## config.mk

```make
export PLATFORM = sky130hd
export DESIGN_NAME = dmem_copy_engine
export DESIGN_NICKNAME = d
export VERILOG_FILES = /design/src/rtl/dmem_pkg.sv /design/src/rtl/dmem_copy_engine.sv
export SDC_FILE = /design/constraint.sdc
export NUM_CORES = 1
export LEC_CHECK = 0
export BUFFER_PORTS_ARGS = -buffer_cell sky130_fd_sc_hd__buf_2
export CORE_ASPECT_RATIO = 0.5
export CORE_MARGIN = 4
export CORE_UTILIZATION = 35
export DETAILED_ROUTE_END_ITERATION = 8
export SLEW_MARGIN = 20
export SYNTH_ARGS = -nofsm -noshare
export SYNTH_HDL_FRONTEND = slang
export SYNTH_SLANG_ARGS = --single-unit
```

## constraint.sdc

```tcl
create_clock -name clk -period 3.5 [get_ports clk]
set_clock_uncertainty 0.05 [all_clocks]
set_input_delay 0.7 -clock clk [delete_from_list [all_inputs] [get_ports clk]]
set_output_delay 0.7 -clock clk [all_outputs]
set_load 0.005 [all_outputs]
```

## src/rtl/dmem_pkg.sv

```systemverilog
// Shared defaults and state encoding for the data-memory copy engine.
package dmem_pkg;

    localparam int ADDR_W         = 10;
    localparam int DATA_W         = 16;
    localparam int MEM_RD_LATENCY = 1;

    typedef enum logic [1:0] {
        IDLE = 2'd0,
        RUN  = 2'd1,
        FIN  = 2'd2
    } copy_state_t;

endpackage

```

## src/rtl/dmem_copy_engine.sv

```systemverilog
// Pipelined word copy SRC->DST over a 1-cycle-latency memory, 1 word/clk, done len+2 cycles after start.
// No backpressure: the memory always accepts; start is ignored unless IDLE.
module dmem_copy_engine #(
    parameter int ADDR_W = dmem_pkg::ADDR_W,
    parameter int DATA_W = dmem_pkg::DATA_W
) (
    input  logic              clk,
    input  logic              reset,
    input  logic              start,
    input  logic [ADDR_W-1:0] src_adr,
    input  logic [ADDR_W-1:0] dst_adr,
    input  logic [ADDR_W:0]   len,
    output logic              busy,
    output logic              done,
    output logic [DATA_W-1:0] checksum,
    output logic [ADDR_W-1:0] mem_rd_adr,
    input  logic [DATA_W-1:0] mem_rd_dat,
    output logic              mem_wr_en,
    output logic [ADDR_W-1:0] mem_wr_adr,
    output logic [DATA_W-1:0] mem_wr_dat
);
    import dmem_pkg::*;

    copy_state_t       state_q, state_d;
    logic [ADDR_W-1:0] rd_adr_q, rd_adr_d;
    logic [ADDR_W-1:0] wr_adr_q, wr_adr_d;
    logic [ADDR_W:0]   rd_cnt_q, rd_cnt_d;
    logic              rd_vld_q, rd_vld_d;
    logic              wr_en_q, wr_en_d;
    logic              busy_q, busy_d;
    logic              done_q, done_d;
    logic [DATA_W-1:0] sum_q, sum_d;

    always_comb begin
        state_d  = state_q;
        rd_adr_d = rd_adr_q;
        wr_adr_d = wr_adr_q;
        rd_cnt_d = rd_cnt_q;
        rd_vld_d = rd_vld_q;
        wr_en_d  = wr_en_q;
        busy_d   = busy_q;
        done_d   = 1'b0;
        sum_d    = sum_q;
        case (state_q)
            IDLE: begin
                if (start) begin
                    sum_d    = '0;
                    wr_adr_d = dst_adr;
                    if (len != '0) begin
                        state_d  = RUN;
                        busy_d   = 1'b1;
                        rd_adr_d = src_adr;
                        rd_cnt_d = len - 1'b1;
                        rd_vld_d = 1'b1;
                    end else begin
                        state_d = FIN;
                        done_d  = 1'b1;
                    end
                end
            end
            RUN: begin
                // rd_vld_q marks an address the memory samples this edge; its data is written one edge later
                wr_en_d = rd_vld_q;
                if (rd_vld_q) begin
                    if (rd_cnt_q != '0) begin
                        rd_adr_d = rd_adr_q + 1'b1;
                        rd_cnt_d = rd_cnt_q - 1'b1;
                    end else begin
                        rd_vld_d = 1'b0;
                    end
                end
                if (wr_en_q) begin
                    sum_d    = sum_q + mem_rd_dat;
                    wr_adr_d = wr_adr_q + 1'b1;
                    if (!rd_vld_q) begin
                        state_d = FIN;
                        busy_d  = 1'b0;
                        done_d  = 1'b1;
                    end
                end
            end
            FIN: begin
                state_d = IDLE;
            end
            default: begin
                state_d = IDLE;
            end
        endcase
    end

    always_ff @(posedge clk) begin
        if (!reset) begin
            state_q  <= IDLE;
            rd_adr_q <= '0;
            wr_adr_q <= '0;
            rd_cnt_q <= '0;
            rd_vld_q <= 1'b0;
            wr_en_q  <= 1'b0;
            busy_q   <= 1'b0;
            done_q   <= 1'b0;
            sum_q    <= '0;
        end else begin
            state_q  <= state_d;
            rd_adr_q <= rd_adr_d;
            wr_adr_q <= wr_adr_d;
            rd_cnt_q <= rd_cnt_d;
            rd_vld_q <= rd_vld_d;
            wr_en_q  <= wr_en_d;
            busy_q   <= busy_d;
            done_q   <= done_d;
            sum_q    <= sum_d;
        end
    end

    assign busy       = busy_q;
    assign done       = done_q;
    assign checksum   = sum_q;
    assign mem_rd_adr = rd_adr_q;
    assign mem_wr_en  = wr_en_q;
    assign mem_wr_adr = wr_adr_q;
    assign mem_wr_dat = mem_rd_dat;

endmodule

```

Word level (Yosys, flattened, before mapping)
Index checks and enable logic that the tools add are counted.

word-level totals
  register bits after elaboration = 53
  bits in latches = 0
  RAM bits = 0
  memory bits (read-only) = 0
  memories = 0

operators by class
  $add $sub $neg = 5
  $mul = 0
  divide/modulo/power cells = 0
  order comparisons = 0
  equality and inequality tests = 7
  shifts and indexed selects = 0
  multiplexer cells = 34
  bitwise operators = 0
  reduce and logical (&&, ||, !) cells = 9

operators by type and width
  operator                                                                count
  10-bit two-way mux                                                      6
  11-bit two-way mux                                                      4
  10-bit case mux with 2 select lines                                     2
  16-bit two-way mux                                                      2
  16-bit case mux with 2 select lines                                     1
  11-bit case mux with 2 select lines                                     1
  11-bit nonzero test                                                     2
  11-bit by 1-bit subtractor with 11-bit output (second input constant)   2
  10-bit by 1-bit adder with 10-bit output (second input constant)        2
  16-bit adder                                                            1
  2-bit inequality test (second input constant)                           6
  1-bit two-way mux                                                       10
  5-bit AND reduction                                                     2
  3-bit AND reduction                                                     3
  2-bit two-way mux                                                       4
  1-bit case mux with 2 select lines                                      3
  2-bit case mux with 2 select lines                                      1
  2-bit by 1-bit equality test with 1-bit output (second input constant)  1
  2-bit zero test                                                         1
  2-bit nonzero test                                                      1

Logic depth before layout (Yosys ltp)
Gate-level depths: netlist of run 1.

  depth in word-level cells = 4
  gate-level depth with buffers = 13
  gate-level depth less buffers = 10

Worst setup path before layout of run 1
Ideal clock, no wire load.

  path type = register -> register
  start = register state_q[1]
  end = register rd_cnt_q[8]
  setup time = 0.101 ns
  arrival time = 2.806 ns
  data required time = 3.349 ns
  path slack = 0.543 ns
  cell stages (with the launch flop) = 14
  path buffers = 5
  period minus slack after synthesis = 2.957 ns
  cell sequence = dfxtp_1 buf_2 nand2b_1 clkbuf_1 clkbuf_1 clkbuf_1 buf_2 mux2i_1 ha_1 o21ai_0 nor2_1 xor2_1 nor2_1 o41ai_1

between the ends
  word-level cells in the longest chain between the ends = 3
  elaborated cells between the ends (all ways) = 9
  classes of those cells = 5 x eq/ne; 1 x mux; 3 x reduce/logical

ends and longest elaborated chain
  what                                                                               RTL line                 text
  start, declared                                                                    dmem_copy_engine.sv:24   copy_state_t state_q, state_d;
  start signal, assigned                                                             dmem_copy_engine.sv:103  state_q <= state_d;
  2-bit by 1-bit equality test with 1-bit output or 2-bit zero test (tied branches)  dmem_copy_engine.sv:44   case (state_q)
  2-bit inequality test (no source line) or 2-bit nonzero test (tied branches)       -
  5-bit AND reduction (no source line)                                               -
  end signal, assigned                                                               dmem_copy_engine.sv:106  rd_cnt_q <= rd_cnt_d;
  end, declared                                                                      dmem_copy_engine.sv:27   logic [ADDR_W:0] rd_cnt_q, rd_cnt_d;

Parallel ways exist; a longest one is shown, timed or not.
A chain may end at the register's enable or synchronous reset.

Worst setup path after layout of run 1
  start = input port len[3]
  end = register rd_adr_q[6], in the netlist mem_rd_adr[6]

between the ends
  word-level cells in the longest chain between the ends = 3

ends and longest elaborated chain
  what                                    RTL line                 text
  start, declared                         dmem_copy_engine.sv:12   input logic [ADDR_W:0] len,
  11-bit nonzero test                     dmem_copy_engine.sv:49   if (len != '0) begin
  2-bit inequality test (no source line)  -
  5-bit AND reduction (no source line)    -
  end signal, assigned                    dmem_copy_engine.sv:104  rd_adr_q <= rd_adr_d;
  end, declared                           dmem_copy_engine.sv:25   logic [ADDR_W-1:0] rd_adr_q, rd_adr_d;

Every way passes these cells.

==> impl_metrics.tcl, run 1 <==
set metrics [dict create \
    outcome "complete, no violations" \
    vias 3696 \
    syn_nets 562 \
    ys_seq_area_frac 0.294 \
    clock.fmax_ghz 0.382 \
    antenna_found_initial 0 \
    root_buffer "clkbuf_16" \
    p_clk_frac 0.342 \
    final_cells 710 \
    tightest_slew_ns 0.687 \
    antennaDiodeCount 0 \
    setup_viol 0 \
    drv_slew 0 \
    rows 25 \
    routed_via_density 5.21 \
    ant_nets 0 \
    cts_setup_buffers 0 \
    synth_area_leader_cell "dfxtp_1" \
    wl_per_cell_microns 14.3 \
    grt_util_met2 0.254 \
    cp.required_ns 3.64 \
    rsz0062_at_grt "no" \
    min_period_ns 2.62 \
    first_global_vias 3112 \
    io_pins 105 \
    htreeDepth 2 \
    dpl.cell_count 702 \
    syn-mean-instance-area_sq_um 7.31 \
    synthTopCellsByArea "dfxtp_1 29%, a21oi_1 7.9%, nand2_1 6.6%" \
    hold_buffers 0 \
    gp_congestion 0.848 \
    start_util 0.371 \
    combPwrFrac 0.250 \
    drc 0 \
    drv_cap 0 \
    synth-seq-cells 53 \
    yosysMostFrequentCell "nand2_1" \
    numCtsBuffers 5 \
    layout.nets 643 \
    hpwl_microns 7560 \
    startpoint_type "input port" \
    clock_latency_ns 0.29 \
    worst_setup_path_end_kind "flip-flop" \
    criticalPathCategory "in2reg" \
    cp-startpoint "len[3]" \
    syn_area_sq_mm 0.00360 \
    yosys_warnings 0 \
    yosysTopAreaCellShare 0.294 \
    rr_startpoint "state_q[1]" \
    seqPwrFrac 0.408 \
    min_from "checksum[7]" \
    final.setup.tns_ns 0 \
    postCtsResizedCells 0 \
    cts.sinks 53 \
    p_leak_nw 1.90 \
    grt.total_usage 0.158 \
    placed_cell_area_sq_mm 0.00415 \
    cts_tree "done" \
    yosysUniqueCellTypes 54 \
    hold_viol 0 \
    drt_iter0_markers 195 \
    grt_first_pass_wirelength_microns 15500 \
    irDropWorstVdd_mv 0.213 \
    cp_max_fo 15 \
    use_met3 0.0289 \
    clock_path_buffers 2 \
    synthToLayoutAreaGrowth_pct 20.1 \
    finalInstanceArea_sq_mm 0.00433 \
    io_buffers 104 \
    die_w_microns 152 \
    coreArea_sq_mm 0.00973 \
    top_usage_layer "met2" \
    cellPowerDensity_mw_per_mm2 402 \
    synthArstFlopShare 0 \
    grt_max_degree 23 \
    worstPathArrival_ns 2.76 \
    power_switching_mw 0.544 \
    hold_class "reg2reg" \
    synthesis.instances 493 \
    grt.overflow.total 0 \
    max_slew_margin 0.542 \
    die_height_microns 79.8 \
    clk_pin_slew_ns 0.07 \
    total_power_mw 1.74 \
    p_sw_frac 0.313 \
    use_met1 0.222 \
    ys_top_cells_by_count "63 x nand2_1, 57 x a21oi_1, 56 x nor2_1, 53 x dfxtp_1, 34 x o21ai_0" \
    drive_gt1_frac 0.240 \
    intPower_mw 1.19 \
    drtPass1Iterations 5 \
    synth_edf_count 0 \
    synthFlopType "dfxtp_1" \
    dieArea_sq_mm 0.0121 \
    wl_microns 10100 \
    period_share 0.749 \
]
## path summary, 6_finish.rpt
kind	endpoint	cells after the start	slack, ns
min	checksum[7]	2	0.43
max	mem_rd_adr[6]	8	0.88
min reg2reg	checksum[7]	2	0.43
max reg2reg	rd_cnt_q[9]	8	0.94
## area by class of cell
class	count	area, sq um
multi-input combinational	387	2270
clock buffer	6	139
clock inverter	2	37.5
inverter	11	41.3
timing repair buffer	116	611
tap	135	169
sequential	53	1060
fill	1054	5400
## metrics by stage
step | setup WS (ns) | utilization | hold WS [ns]
2_1_floorplan | 0.543 | - | 0.408
3_3_place_gp | 0.621 | 0.426 | 0.417
3_5_place_dp | 0.568 | 0.426 | 0.423
4_1_cts | 0.883 | 0.445 | 0.436
5_1_grt | 0.639 | 0.445 | 0.460
6_report | 0.879 | 0.445 | 0.426
## cell families (layout without fill, tap and decap cells)
group | after synthesis | after routing | synth area share
AO/OA/AOI/OAI | 144 | 144 | 0.240
buffers and inverters | 53 | 135 | 0.0784
AND/OR/NAND/NOR | 203 | 203 | 0.267
adder cells (fa/ha/maj) | 19 | 19 | 0.0680
XOR/XNOR | 16 | 16 | 0.0389
flip-flops | 53 | 53 | 0.294
multiplexers | 5 | 5 | 0.0142
## state kept, by name, summed over array words and instances (netlist names)
signal / flops
busy: 1
rd_cnt_q: 11
checksum: 16
rd_vld_q: 1
done: 1
mem_rd_adr: 10
state_q: 2
mem_wr_en: 1
mem_wr_adr: 10
## power groups by stage
stage                     clock network, mW  registers [mW]  logic, mW
final                                 0.595           0.710      0.434
after global routing                  0.632           0.717      0.487
after CTS                             0.617           0.709      0.437
after detailed placement                  0           0.723      0.434
after global placement                    0           0.723      0.432
after floorplan                           0           0.711      0.303
## routing by layer
metal,up-vias,wire (microns)
met3,7,562
met2,91,4530
met4,0,65
met1,1681,4980
met5,-,0
li1,1917,-
## worst max-delay path: stages
cell and delay (ns):
buf_2 0.13, or4_1 0.64, nor4_2 0.41, or3_1 0.20, or2_1 0.13, buf_4 0.22
a21oi_1 0.06, o221a_2 0.26
## cell usage in the layout, fill, tap and decap left out, types with 4 or more instances in the layout
| cell type | count |
|---|---|
| dfxtp_1 | 53 |
| o21ai_0 | 34 |
| xor2_1 | 6 |
| a21o_1 | 4 |
| ha_1 | 18 |
| nand4_1 | 9 |
| or3_1 | 6 |
| a31oi_1 | 6 |
| nor3_1 | 16 |
| inv_1 | 11 |
| nand2_1 | 63 |
| buf_2 | 104 |
| mux2i_1 | 4 |
| a21oi_1 | 57 |
| buf_4 | 12 |
| a211oi_1 | 4 |
| nand3_1 | 17 |
| o21ai_1 | 4 |
| a22oi_1 | 8 |
| o31ai_1 | 4 |
| xnor2_1 | 10 |
| clkbuf_16 | 5 |
| nor4_1 | 7 |
| nor2_1 | 56 |
Power figures use the tool's default switching activity.
==> run 2, diff against run 1 <==
Settings changed: ABC_AREA from default to 1.
Clock period 3.5 ns to 2.2 ns, I/O delays scaled along.
==> impl_metrics.tcl, run 2 <==
set metrics [dict create \
    hold_class "in2reg" \
    coreArea_sq_mm 0.0110 \
    vias 4167 \
    outcome "complete, no violations" \
    hold_buffers 0 \
    drv_cap 0 \
    cpLargestDelayFamily "simple AND/OR/NAND/NOR gates" \
    hpwl_microns 8200 \
    most-common-layout-cells "181 x nand2_1, 104 x buf_2, 85 x nor2_1" \
    path_cells "nand2_4, nor2_1, a21oi_4, inv_1, ha_1, inv_1, nor2_2, nand2_1, nand2_1, nand3_1, nand2_1, inv_1" \
    clock_path_buffers 2 \
    routed_via_density 4.71 \
    synthFlopType "dfxtp_1" \
    yosysTopAreaCellShare 0.267 \
    rows 27 \
    die_w_microns 159 \
    irDropWorstVdd_mv 0.445 \
    drv_slew 0 \
    drc 0 \
    cp.required_ns 2.36 \
    largest_reg_flops 16 \
    ant_nets 0 \
    criticalPathCategory "reg2reg" \
    wl_microns 10800 \
    r2r-end "rd_cnt_q[10]" \
    clock.fmax_ghz 0.516 \
    layout.nets 808 \
    yosysUniqueCellTypes 37 \
    first_global_vias 3897 \
    drive_gt1_frac 0.216 \
    synth-seq-cells 53 \
    synth_xor_area_frac 0.00881 \
    final_cells 885 \
    synthArstFlopShare 0 \
    p_leak_nw 2.43 \
    ys_seq_area_frac 0.267 \
    die_height_microns 83.4 \
    worst-r2r-cell-count 12 \
    startpoint_type "flip-flop" \
    start_util 0.360 \
    min_from "dst_adr[0]" \
    max_slew_margin 0.746 \
    setup_viol 0 \
    hold_viol 0 \
    antennaDiodeCount 0 \
    htreeDepth 2 \
    final.setup.tns_ns 0 \
    drtPass1Iterations 4 \
    tightest_slew_ns 0.377 \
    synth_mux_area_frac 0 \
    cts.sinks 53 \
    fillerInstances 1214 \
    whs_path_depth 3 \
    cellPowerDensity_mw_per_mm2 1080 \
    synth_adder_area_share 0.0617 \
    root_buffer "clkbuf_16" \
    slowest_stage "dfxtp_1" \
    syn_area_sq_mm 0.00398 \
    synthToLayoutAreaGrowth_pct 17.8 \
    yosys.area_share.simple 0.366 \
    synth_area_leader_cell "dfxtp_1" \
    hold_slack_ns 0.320 \
    rsz0062_at_grt "no" \
    clk_pin_slew_ns 0.08 \
    io_buffers 104 \
    total_power_mw 5.06 \
    path_buf_inv 3 \
    crit_cells 12 \
    yosysMostFrequentCell "nand2_1" \
    syn_nets 720 \
    grt_first_pass_wirelength_microns 18100 \
    postCtsResizedCells 0 \
    slowest_delay_ns 0.51 \
    synthesis.instances 651 \
    worst_hold_path.endpoint "mem_wr_adr[0]" \
    cts_tree "done" \
    cts_setup_buffers 0 \
    r2r_slack_ns 0.26 \
    grt.overflow.total 0 \
    cp_max_fo 18 \
    synthTopCellsByArea "dfxtp_1 27%, nand2_1 17%, nor2_1 8.0%" \
    min_period_ns 1.94 \
    rr_startpoint "state_q[0]" \
    drt_iter0_markers 208 \
    dpl.cell_count 877 \
    clock_latency_ns 0.30 \
    ys_top_cells_by_count "181 x nand2_1, 85 x nor2_1, 76 x inv_1, 54 x a21oi_1, 53 x dfxtp_1" \
    gp_congestion 0.838 \
    grt_max_degree 27 \
    synth_edf_count 0 \
    dieArea_sq_mm 0.0132 \
    worstPathArrival_ns 2.10 \
    synth_top_family_by_area "simple AND/OR/NAND/NOR gates" \
    period_share 0.881 \
    antenna_found_initial 0 \
    grt.total_usage 0.161 \
    numCtsBuffers 5 \
    synth_compound_area_frac 0.158 \
    wl_per_cell_microns 12.2 \
    yosys_warnings 0 \
    io_pins 105 \
    final_common_cell "nand2_1" \
    syn-mean-instance-area_sq_um 6.11 \
    worst_setup_path_end_kind "flip-flop" \
]
-- run 2: cell families (layout without fill, tap and decap cells) --
group | Yosys count | count (layout)
compound gates | 113 | 113
buf+inv | 117 | 206
xor+xnor | 4 | 4
simple gates | 345 | 345
flops | 53 | 53
fa+ha+maj | 19 | 19
-- run 2: final cells by class --
cell class | count | area, sq um | area share
clock buffers | 5 | 125 | 0.0267
clock inverters | 3 | 28.8 | 0.00614
inverters | 81 | 304 | 0.0649
multi-input cells | 481 | 2370 | 0.505
flip-flops and latches | 53 | 1060 | 0.226
well taps | 145 | 181 | 0.0387
repair buffers | 117 | 618 | 0.132
-- run 2: worst max-delay path by stage --
stage / start / endpoint / slack [ns]
CTS: state_q[0] / rd_cnt_q[10] / 0.26
finish: state_q[0] / rd_cnt_q[10] / 0.26
detailed placement: mem_rd_dat[0] / checksum[8] / 0.16
global route: state_q[0] / rd_cnt_q[8] / 0.10
global placement: mem_rd_dat[0] / checksum[8] / 0.20
floorplan: mem_rd_dat[0] / checksum[8] / 0.33
-- run 2: metal layers --
layer	global-route usage	vias up	share of wire
met5	0	-	0
met4	0.0268	0	0.0083
met3	0.0397	6	0.049
met2	0.282	83	0.47
met1	0.207	1848	0.48
li1	-	2230	-
-- run 2: power by group --
part / internal, mW / total (mW) / switching, mW
clock: 0.438 / 0.856 / 0.418
sequential: 1.28 / 1.60 / 0.316
combinational: 0.980 / 2.60 / 1.62
-- run 2: stage by stage --
step / cell area (sq um) / util / worst slack [ns]
global placement: 4530 / 0.410 / 0.196
finish: 4680 / 0.424 / 0.261
detailed placement: 4530 / 0.410 / 0.165
CTS: 4680 / 0.424 / 0.259
global route: 4680 / 0.424 / 0.105
floorplan: 3980 / - / 0.330
-- run 2: worst reg2reg max path: stages (launching register included) --
cell	delay [ns]
dfxtp_1	0.51
nand2_4	0.22
nor2_1	0.23
a21oi_4	0.08
inv_1	0.07
ha_1	0.18
inv_1	0.09
nor2_2	0.16
nand2_1	0.06
nand2_1	0.05
nand3_1	0.06
nand2_1	0.06
inv_1	0.03
